<file path="src/rtl/load_control_pkg.sv">
// Shared constants and types for the load path: opcode/funct3 encodings,
// address-region nibbles, region and FSM enums, and small decode helpers.
// Optional feature macro used by the load path: LOAD_CONTROL_MISALIGN_EN.
package load_control_pkg;

   // Major opcode for loads (RV32I).
   localparam logic [6:0] OPC_LOAD = 7'b0000011;

   // Load funct3 encodings; 3'b011, 3'b110, 3'b111 are reserved.
   localparam logic [2:0] FNC_LB  = 3'b000;
   localparam logic [2:0] FNC_LH  = 3'b001;
   localparam logic [2:0] FNC_LW  = 3'b010;
   localparam logic [2:0] FNC_LBU = 3'b100;
   localparam logic [2:0] FNC_LHU = 3'b101;

   // Address nibble addr[31:28] for the single-code regions.
   // DMEM is the 4'b00x1 pair and is matched by the decode function.
   localparam logic [3:0] NIB_BIOS = 4'b0100;
   localparam logic [3:0] NIB_MMIO = 4'b1000;

   typedef enum logic [1:0] {
      REGION_NONE = 2'd0,
      REGION_DMEM = 2'd1,
      REGION_BIOS = 2'd2,
      REGION_MMIO = 2'd3
   } region_t;

   typedef enum logic {
      ST_IDLE      = 1'b0,
      ST_WAIT_MMIO = 1'b1
   } state_t;

   // Map the top address nibble onto a memory region.
   function automatic region_t decode_region(input logic [3:0] nib);
      region_t r;
      r = REGION_NONE;
      if ((nib[3:2] == 2'b00) && nib[0]) begin
         r = REGION_DMEM;
      end else if (nib == NIB_BIOS) begin
         r = REGION_BIOS;
      end else if (nib == NIB_MMIO) begin
         r = REGION_MMIO;
      end
      return r;
   endfunction

   // Halfwords need an even offset, words a zero offset; bytes never misalign.
   function automatic logic is_misaligned(input logic [2:0] fnc, input logic [1:0] off);
      logic m;
      m = 1'b0;
      if ((fnc == FNC_LH) || (fnc == FNC_LHU)) begin
         m = off[0];
      end else if (fnc == FNC_LW) begin
         m = (off != 2'b00);
      end
      return m;
   endfunction

endpackage

</file>
<file path="src/rtl/load_control_align.sv">
// load_align: extracts the addressed byte/halfword from a returned word and
// sign- or zero-extends it. Purely combinational. Words pass through
// unshifted; bytes shifted in from above bit 31 are zero; reserved funct3
// codes produce zero.
module load_align
   import load_control_pkg::*;
(
   input  logic [31:0] rdata,
   input  logic [2:0]  fnc,
   input  logic [1:0]  offset,
   output logic [31:0] wb_data
);

   logic [31:0] raw;

   // Shift the addressed lane down to bit 0, then extend by access type.
   always_comb begin
      raw     = rdata >> {offset, 3'b000};
      wb_data = '0;
      case (fnc)
         FNC_LB:  wb_data = {{24{raw[7]}}, raw[7:0]};
         FNC_LBU: wb_data = {24'h000000, raw[7:0]};
         FNC_LH:  wb_data = {{16{raw[15]}}, raw[15:0]};
         FNC_LHU: wb_data = {16'h0000, raw[15:0]};
         FNC_LW:  wb_data = rdata;
         default: wb_data = '0;
      endcase
   end

endmodule

</file>
<file path="src/rtl/load_control.sv">
// load_control: decodes loads in EX, raises the DMEM/BIOS read enable or an
// MMIO request, remembers the access shape for one cycle (or until the MMIO
// read returns / times out) and produces the aligned writeback value.
// Stalls IF/ID/EX while an MMIO read is outstanding.
// Optional feature macro: LOAD_CONTROL_MISALIGN_EN adds the misalign port and
// turns misaligned loads into zero-data completions without MMIO traffic.
module load_control
   import load_control_pkg::*;
#(
   parameter int MMIO_TIMEOUT = 16
)(
   input  logic        clk,
   input  logic        rst_n,
   input  logic        ex_valid,
   input  logic [6:0]  ex_opcode,
   input  logic [2:0]  ex_fnc,
   input  logic [31:0] ex_addr,
   output logic        dmem_en,
   output logic        bios_en,
   output logic        mmio_req,
   input  logic [31:0] dmem_rdata,
   input  logic [31:0] bios_rdata,
   input  logic [31:0] mmio_rdata,
   input  logic        mmio_rvalid,
   output logic        stall,
   output logic        wb_valid,
   output logic [31:0] wb_data,
   output logic        mmio_timeout
`ifdef LOAD_CONTROL_MISALIGN_EN
   ,
   output logic        misalign
`endif
);

   localparam int                CNT_W     = $clog2(MMIO_TIMEOUT + 1);
   localparam logic [CNT_W-1:0]  CNT_LIMIT = CNT_W'(MMIO_TIMEOUT);
   localparam logic [CNT_W-1:0]  CNT_ONE   = CNT_W'(1);

   state_t            state_q, state_d;
   logic              pending_q, pending_d;
   logic [2:0]        fnc_q, fnc_d;
   logic [1:0]        off_q, off_d;
   region_t           region_q, region_d;
   logic              mis_q, mis_d;
   logic [CNT_W-1:0]  cnt_q, cnt_d;

   region_t           ex_region;
   logic              ex_mis;
   logic              accept;
   logic              mmio_done;
   logic              mmio_expire;
   logic [31:0]       rdata_sel;
   logic [31:0]       aligned;

   // Decode the EX instruction; acceptance is also held off during reset so
   // no enable or request escapes while rst_n is low.
   always_comb begin
      ex_region = decode_region(ex_addr[31:28]);
`ifdef LOAD_CONTROL_MISALIGN_EN
      ex_mis    = is_misaligned(ex_fnc, ex_addr[1:0]);
`else
      ex_mis    = 1'b0;
`endif
      accept    = rst_n && ex_valid && (ex_opcode == OPC_LOAD) && (state_q == ST_IDLE);
   end

   // FSM next-state, access bookkeeping and handshake outputs.
   always_comb begin
      state_d     = state_q;
      pending_d   = 1'b0;
      fnc_d       = fnc_q;
      off_d       = off_q;
      region_d    = region_q;
      mis_d       = mis_q;
      cnt_d       = cnt_q;
      dmem_en     = 1'b0;
      bios_en     = 1'b0;
      mmio_req    = 1'b0;
      stall       = 1'b0;
      mmio_done   = 1'b0;
      mmio_expire = 1'b0;
      case (state_q)
         ST_IDLE: begin
            if (accept) begin
               fnc_d    = ex_fnc;
               off_d    = ex_addr[1:0];
               region_d = ex_region;
               mis_d    = ex_mis;
               dmem_en  = (ex_region == REGION_DMEM);
               bios_en  = (ex_region == REGION_BIOS);
               // A misaligned MMIO load is never sent out; it completes
               // next cycle like a fixed-latency access.
               if ((ex_region == REGION_MMIO) && !ex_mis) begin
                  mmio_req = 1'b1;
                  cnt_d    = '0;
                  state_d  = ST_WAIT_MMIO;
               end else begin
                  pending_d = 1'b1;
               end
            end
         end
         ST_WAIT_MMIO: begin
            // Data arriving on the timeout cycle still wins over the timeout.
            if (mmio_rvalid) begin
               mmio_done = 1'b1;
               state_d   = ST_IDLE;
            end else if (cnt_q == CNT_LIMIT) begin
               mmio_expire = 1'b1;
               state_d     = ST_IDLE;
            end else begin
               stall = 1'b1;
               cnt_d = cnt_q + CNT_ONE;
            end
         end
         default: begin
            state_d = ST_IDLE;
         end
      endcase
   end

   // State and access registers.
   always_ff @(posedge clk or negedge rst_n) begin
      if (!rst_n) begin
         state_q   <= ST_IDLE;
         pending_q <= 1'b0;
         fnc_q     <= 3'b000;
         off_q     <= 2'b00;
         region_q  <= REGION_NONE;
         mis_q     <= 1'b0;
         cnt_q     <= '0;
      end else begin
         state_q   <= state_d;
         pending_q <= pending_d;
         fnc_q     <= fnc_d;
         off_q     <= off_d;
         region_q  <= region_d;
         mis_q     <= mis_d;
         cnt_q     <= cnt_d;
      end
   end

   // Select the returned word for the access being completed this cycle.
   // A timeout or an unmapped region returns zero.
   always_comb begin
      rdata_sel = '0;
      if (state_q == ST_WAIT_MMIO) begin
         if (mmio_done) begin
            rdata_sel = mmio_rdata;
         end
      end else begin
         case (region_q)
            REGION_DMEM: rdata_sel = dmem_rdata;
            REGION_BIOS: rdata_sel = bios_rdata;
            default:     rdata_sel = '0;
         endcase
      end
   end

   load_align u_align (
      .rdata   (rdata_sel),
      .fnc     (fnc_q),
      .offset  (off_q),
      .wb_data (aligned)
   );

   // Writeback outputs; wb_data is held at zero whenever nothing completes.
   always_comb begin
      wb_valid     = pending_q || mmio_done || mmio_expire;
      wb_data      = (wb_valid && !mis_q) ? aligned : '0;
      mmio_timeout = mmio_expire;
`ifdef LOAD_CONTROL_MISALIGN_EN
      misalign     = pending_q && mis_q;
`endif
   end

endmodule

</file>
<file path="config.mk">
export PLATFORM = sky130hd
export DESIGN_NAME = load_control
export DESIGN_NICKNAME = d
export VERILOG_FILES = /design/src/rtl/load_control_pkg.sv /design/src/rtl/load_control_align.sv /design/src/rtl/load_control.sv
export SDC_FILE = /design/constraint.sdc
export NUM_CORES = 1
export LEC_CHECK = 0
export ABC_AREA = 1
export BUFFER_PORTS_ARGS = -buffer_cell sky130_fd_sc_hd__buf_2
export CORE_MARGIN = 8
export CORE_UTILIZATION = 40
export CTS_BUF_LIST = sky130_fd_sc_hd__clkbuf_8
export CTS_CLUSTER_DIAMETER = 50
export DETAILED_ROUTE_END_ITERATION = 8
export PLACE_DENSITY = 0.82
export SYNTH_ARGS = -nofsm -noshare
export SYNTH_HDL_FRONTEND = slang
export SYNTH_SLANG_ARGS = --single-unit
</file>
<file path="constraint.sdc">
create_clock -name clk -period 2.2 [get_ports clk]
set_input_delay 0.44 -clock clk [delete_from_list [all_inputs] [get_ports clk]]
set_output_delay 0.44 -clock clk [all_outputs]
set_load 0.03 [all_outputs]
</file>
==> Word level (Yosys, flattened, before mapping) <==
Cells that the tools add are included.
{ "word_totals": {"ff_bits": 14, "input_bits": 142, "output_inout_bits": 38, "wordCells": 68} }
{ "op_classes": {"add_sub_neg": 1, "n_eq_ne": 17, "n_shift": 1, "mux": 32, "bitwise": 1, "reduce_logical": 10} }
{ "ops": {"columns": ["cell", "count"], "rows": [
  ["$pmux 32 s5", 1],
  ["$mux 32", 3],
  ["$pmux 32 s2", 1],
  ["$shr 32x5->16", 1],
  ["$mux 5", 4],
  ["$mux 1", 18],
  ["$pmux 5 s2", 1],
  ["$eq 7x2->1 const B", 1],
  ["$eq 2x2->1 const B", 3],
  ["$eq 3x3->1 const B", 2],
  ["$mux 2", 3],
  ["$ne 2x2->1 const B", 3],
  ["$add 5x1->5 const B", 1],
  ["$eq 5x5->1 const B", 1],
  ["$eq 2x1->1 const B", 2],
  ["$eq 4x3->1 const B", 1],
  ["$eq 4x4->1 const B", 1],
  ["$logic_and 1x1->1", 4],
  ["$reduce_and 4->1", 1],
  ["$eq 3x1->1 const B", 1],
  ["$eq 3x2->1 const B", 1],
  ["$logic_not 3->1", 1],
  ["$logic_not 2->1", 1],
  ["$logic_or 1x1->1", 2],
  ["4 further kinds", 4]
]} }

==> Logic depth before layout (Yosys ltp) <==
{ "logic_depth": {"depth_word": 8, "depth_mapped": 14, "depth_no_buf": 12} }

==> Cells and area by module <==
A second synthesis with hierarchy kept.
{ "unflattened": {"cells_unflattened": 543, "area_unflattened_um2": 3299.4} }
{ "modules_own_cells": {"columns": ["module", "n_inst", "cells_each", "area_each_um2", "seq_area_each_um2"], "rows": [
  ["load_control", 1, 319, 2302.2, 350.3],
  ["load_align", 1, 224, 997.2, 0.0]
]} }

==> Worst setup path after synthesis <==
No wires, ideal clock.
{ "synth_timing": {"kind": "reg-to-output", "startpoint": "reg region_q[0]", "endpoint": "out wb_data[3]", "t_arrival_ns": 2.048, "required_ns": 1.760, "setup_slack_ns": -0.288, "path_stages_with_launch": 9, "path_buffers": 2, "cell_sequence": "dfrtp_1 > inv_1 > ha_1 > nor2_2 > buf_4 > buf_2 > a21boi_0 > or2_2 > a21oi_1"} }
{ "synth_via": {"elab_chain_cells": 6, "elab_cells_between_ends": 7, "cone_classes": "2 x eq/ne; 1 x shift; 4 x mux"} }
{ "synth_rtl": {"columns": ["item", "line_no", "rtl"], "rows": [
  ["start, declared", "load_control.sv:43", "region_t region_q, region_d;"],
  ["start signal, assigned", "load_control.sv:136", "region_q <= region_d;"],
  ["$eq 2x2->1 or $eq 2x1->1 (tied branches)", "load_control.sv:151", "case (region_q)"],
  ["$pmux 32 s2 *", "load_control.sv:151", null],
  ["$mux 32 *", "load_control.sv:146", "if (state_q == ST_WAIT_MMIO) begin"],
  ["$shr 32x5->16", "load_control_align.sv:18", "raw = rdata >> {offset, 3'b000};"],
  ["$pmux 32 s5 *", "load_control_align.sv:20", "case (fnc)"],
  ["$mux 32 *", "load_control.sv:169", "wb_data = (wb_valid && !mis_q) ? aligned : '0;"],
  ["end, declared", "load_control.sv:27", "output logic [31:0] wb_data,"]
]} }
Mark *: on every way between the ends. The rest lies on a longest branch, timed or not.

==> Final worst setup path <==
{ "layout_timing": {"startpoint": "reg region_q[0]", "endpoint": "out wb_data[10]"} }
Same word-level chain as after synthesis.

==> results.py <==
metrics = {
    "placement": {
        "port_buffers": 153,
        "placedInstanceArea_sq_um": 4050,
        "gp_congestion": 0.876,
        "place_inst": 819,
        "dpl.hpwl_um": 9360,
    },
    "route": {
        "ant_nets": 0,
        "num_vias": 4118,
        "routed_via_density": 4.96,
        "drt_drc_violations_left": 0,
        "routedWlPerCell_um": 14.0,
        "drtIter0Drc": 148,
        "routed_wl_um": 11600,
        "drt_pass1_iterations": 4,
    },
    "timing": {
        "rsz0062_at_grt": "yes",
        "fmax_mhz": 385,
        "worst_pin_slew_ps": 438,
        "finalWorstSetupSlack_ps": -398,
        "slew_viol_final": 0,
        "setup_tns_ps": -10990,
        "min_period_over_period": 1.18,
        "finClkSkew_ps": 0.292,
        "slew_headroom": 0.707,
        "setup_viol": 32,
        "fin_hold_ws_ps": 153,
        "hold_viol": 0,
        "period_minus_slack_ps": 2600,
    },
    "clock_tree": {
        "clk_pin_slew_ps": 60,
        "cts_max_path_buffers": 2,
        "clk_latency_ps": 250,
        "cts-root-buf": "clkbuf_8",
        "holdBufCountCts": 0,
        "cts_buffers": 3,
        "htree_levels": 1,
        "cts.sink_count": 14,
        "tritoncts": "done",
    },
    "grt": {
        "antenna_found_initial": 0,
        "grt_overflow": 0,
        "grt_pass1_vias": 4238,
        "grt_max_degree": 26,
        "grt_pass1_wl_um": 18900,
        "grt_usage": 0.226,
    },
    "floorplan": {
        "initial_core_util": 0.413,
        "die_x_um": 100,
        "die_area_sq_um": 10000,
        "die_h_um": 100,
        "io_pins": 180,
        "rows": 30,
        "coreArea_sq_um": 6830,
    },
    "setup_path": {
        "cp.arrival_ps": 2160,
        "slowest_stage": "dfrtp_1",
        "crit_path_end_kind": "output port",
        "critPathMaxFanout": 7,
        "path_buf_inv": 4,
        "crit_required_ps": 1760,
        "cp_slowest_stage_delay_ps": 390,
        "crit_chain": "inv_2 > ha_4 > nor2_4 > nand2_1 > nand3_2 > nand2_1 > nor2_2 > nand3_2 > buf_6 > nand3_1 > nand2_1 > inv_1 > buf_6",
        "worst_path_most_repeated_cell": "nand2_1",
        "crit_family": "simple AND/OR/NAND/NOR gates",
        "start_kind": "flop",
        "ff2ff_setup_slack_ps": 470,
        "path_class": "reg -> out",
    },
    "finish": {
        "drive_gt1_frac": 0.392,
        "n_antenna_cell": 0,
        "stdcell_count": 831,
        "synthToLayoutAreaGrowth_pct": 56.6,
        "final_core_util": 0.647,
        "design_area_sq_um": 4420,
        "nNetsFinal": 882,
    },
    "logic_synthesis": {
        "synth-seq-cells": 14,
        "yosysUniqueCellTypes": 30,
        "yosys.area.top_type_share": 0.359,
        "synth_edf_count": 0,
        "yosysWarnings": 0,
        "yosysTopAreaCell": "nand2_1",
        "avgSynthCellArea_sq_um": 5.15,
        "synth-main-ff-cell": "dfrtp_1",
        "ys_seq_area_frac": 0.124,
        "syn_inst": 548,
        "synth_commonest_cells": "nand2_1, inv_1, nor2_1, nand3_1, o21ai_0",
        "syn-num-nets": 694,
        "synthArstFlopShare": 1.00,
        "synth_area_leaders": "nand2_1, dfrtp_1, nand3_1, nand3_2, inv_1",
        "synth.most_common_cell": "nand2_1",
        "netlist_area_sq_um": 2820,
    },
    "status": {
        "outcome": "complete, but fails checks",
        "violations": "negative setup slack",
    },
    "pwr": {
        "p_leak_nw": 2.66,
        "vdd_ir_drop_max_mv": 0.401,
        "power.density_nw_per_um2": 301,
    },
    "hold_path": {
        "holdCritPathClass": "in -> async",
    },
    "flow_run": {
        "cap_violations": 0,
    },
}
-- state kept, by name (all words and copies together), names as in the netlist --
| signal | count |
|---|---|
| cnt_q | 5 |
| fnc_q | 3 |
| off_q | 2 |
| region_q | 2 |
| pending_q | 1 |
| state_q | 1 |
-- layer usage --
layer	up-vias	GRT usage	wire [um]
met5	-	0	0
met4	0	0.0802	278
met3	19	0.0471	913
met2	142	0.427	5930
met1	1881	0.239	4520
li1	2076	-	-
-- cell families (layout without fill, tap and decap cells) --
kind of cell    after synthesis  after routing  synth area share
flops                        14             14             0.124
fa+ha+maj                     4              4            0.0177
simple gates                409            409             0.638
buf+inv                      73            260             0.119
compound gates               45             45            0.0922
xor+xnor                      3              3           0.00931
-- placed cells by master, fill, tap and decap left out, drive strengths merged --
cell type,count
or2,15
xor2,3
o211ai,1
ha,4
a21oi,18
clkinvlp,2
nand3,54
nand2,274
a21boi,7
clkbuf,4
nor2,44
dfrtp,14
buf,209
nand4,4
o21ai,19
nor4,3
inv,42
clkinv,3
nor3,5
and2,10
-- metrics by stage --
step	setup WS, ps	power, mW
after floorplan	-51.2	0.725
after detailed placement	-204	1.03
after global placement	-176	1.01
after global routing	-539	1.44
after CTS	-369	1.31
final	-398	1.33
-- cell type report --
class / instances / area [sq um]
Inverter: 47 / 184
Clock buffer: 4 / 55.1
Tap cell: 96 / 120
Sequential cell: 14 / 350
Timing Repair Buffer: 209 / 1450
Fill cell: 669 / 2410
Multi-Input combinational cell: 461 / 2260
-- power breakdown --
group          internal (mW)  switching [mW]
Clock                  0.159          0.0999
Sequential             0.270          0.0120
Combinational          0.364           0.425
Total                  0.794           0.537
-- worst paths after layout --
path | start | to | cells past startpoint
min in group clk | ex_fnc[0] | fnc_q[0] | 3
max | region_q[0] | wb_data[10] | 13
min | rst_n | region_q[0] | 2
max reg2reg | cnt_q[0] | cnt_q[0] | 10
max in group asynchronous | rst_n | off_q[1] | 2
min reg2reg | fnc_q[0] | fnc_q[0] | 2
-- what timing repair did --
item | CTS | global route
resized for setup | 70 | 21
setup buffers | 1 | 6
gates cloned | 0 | 1
setup endpoints to repair | 33 | 35
pin swaps | 3 | 3
-- worst register-to-register path, stage by stage (launching register included) --
cell and delay [ps]:
dfrtp_1 340, inv_1 60, ha_1 190, nand2_1 70, nor3_2 50, buf_4 140, nor3_1 230, buf_4 180
inv_1 70, nand2_1 170, o21ai_0 110
Note: power is estimated with default switching activity, not from simulation.
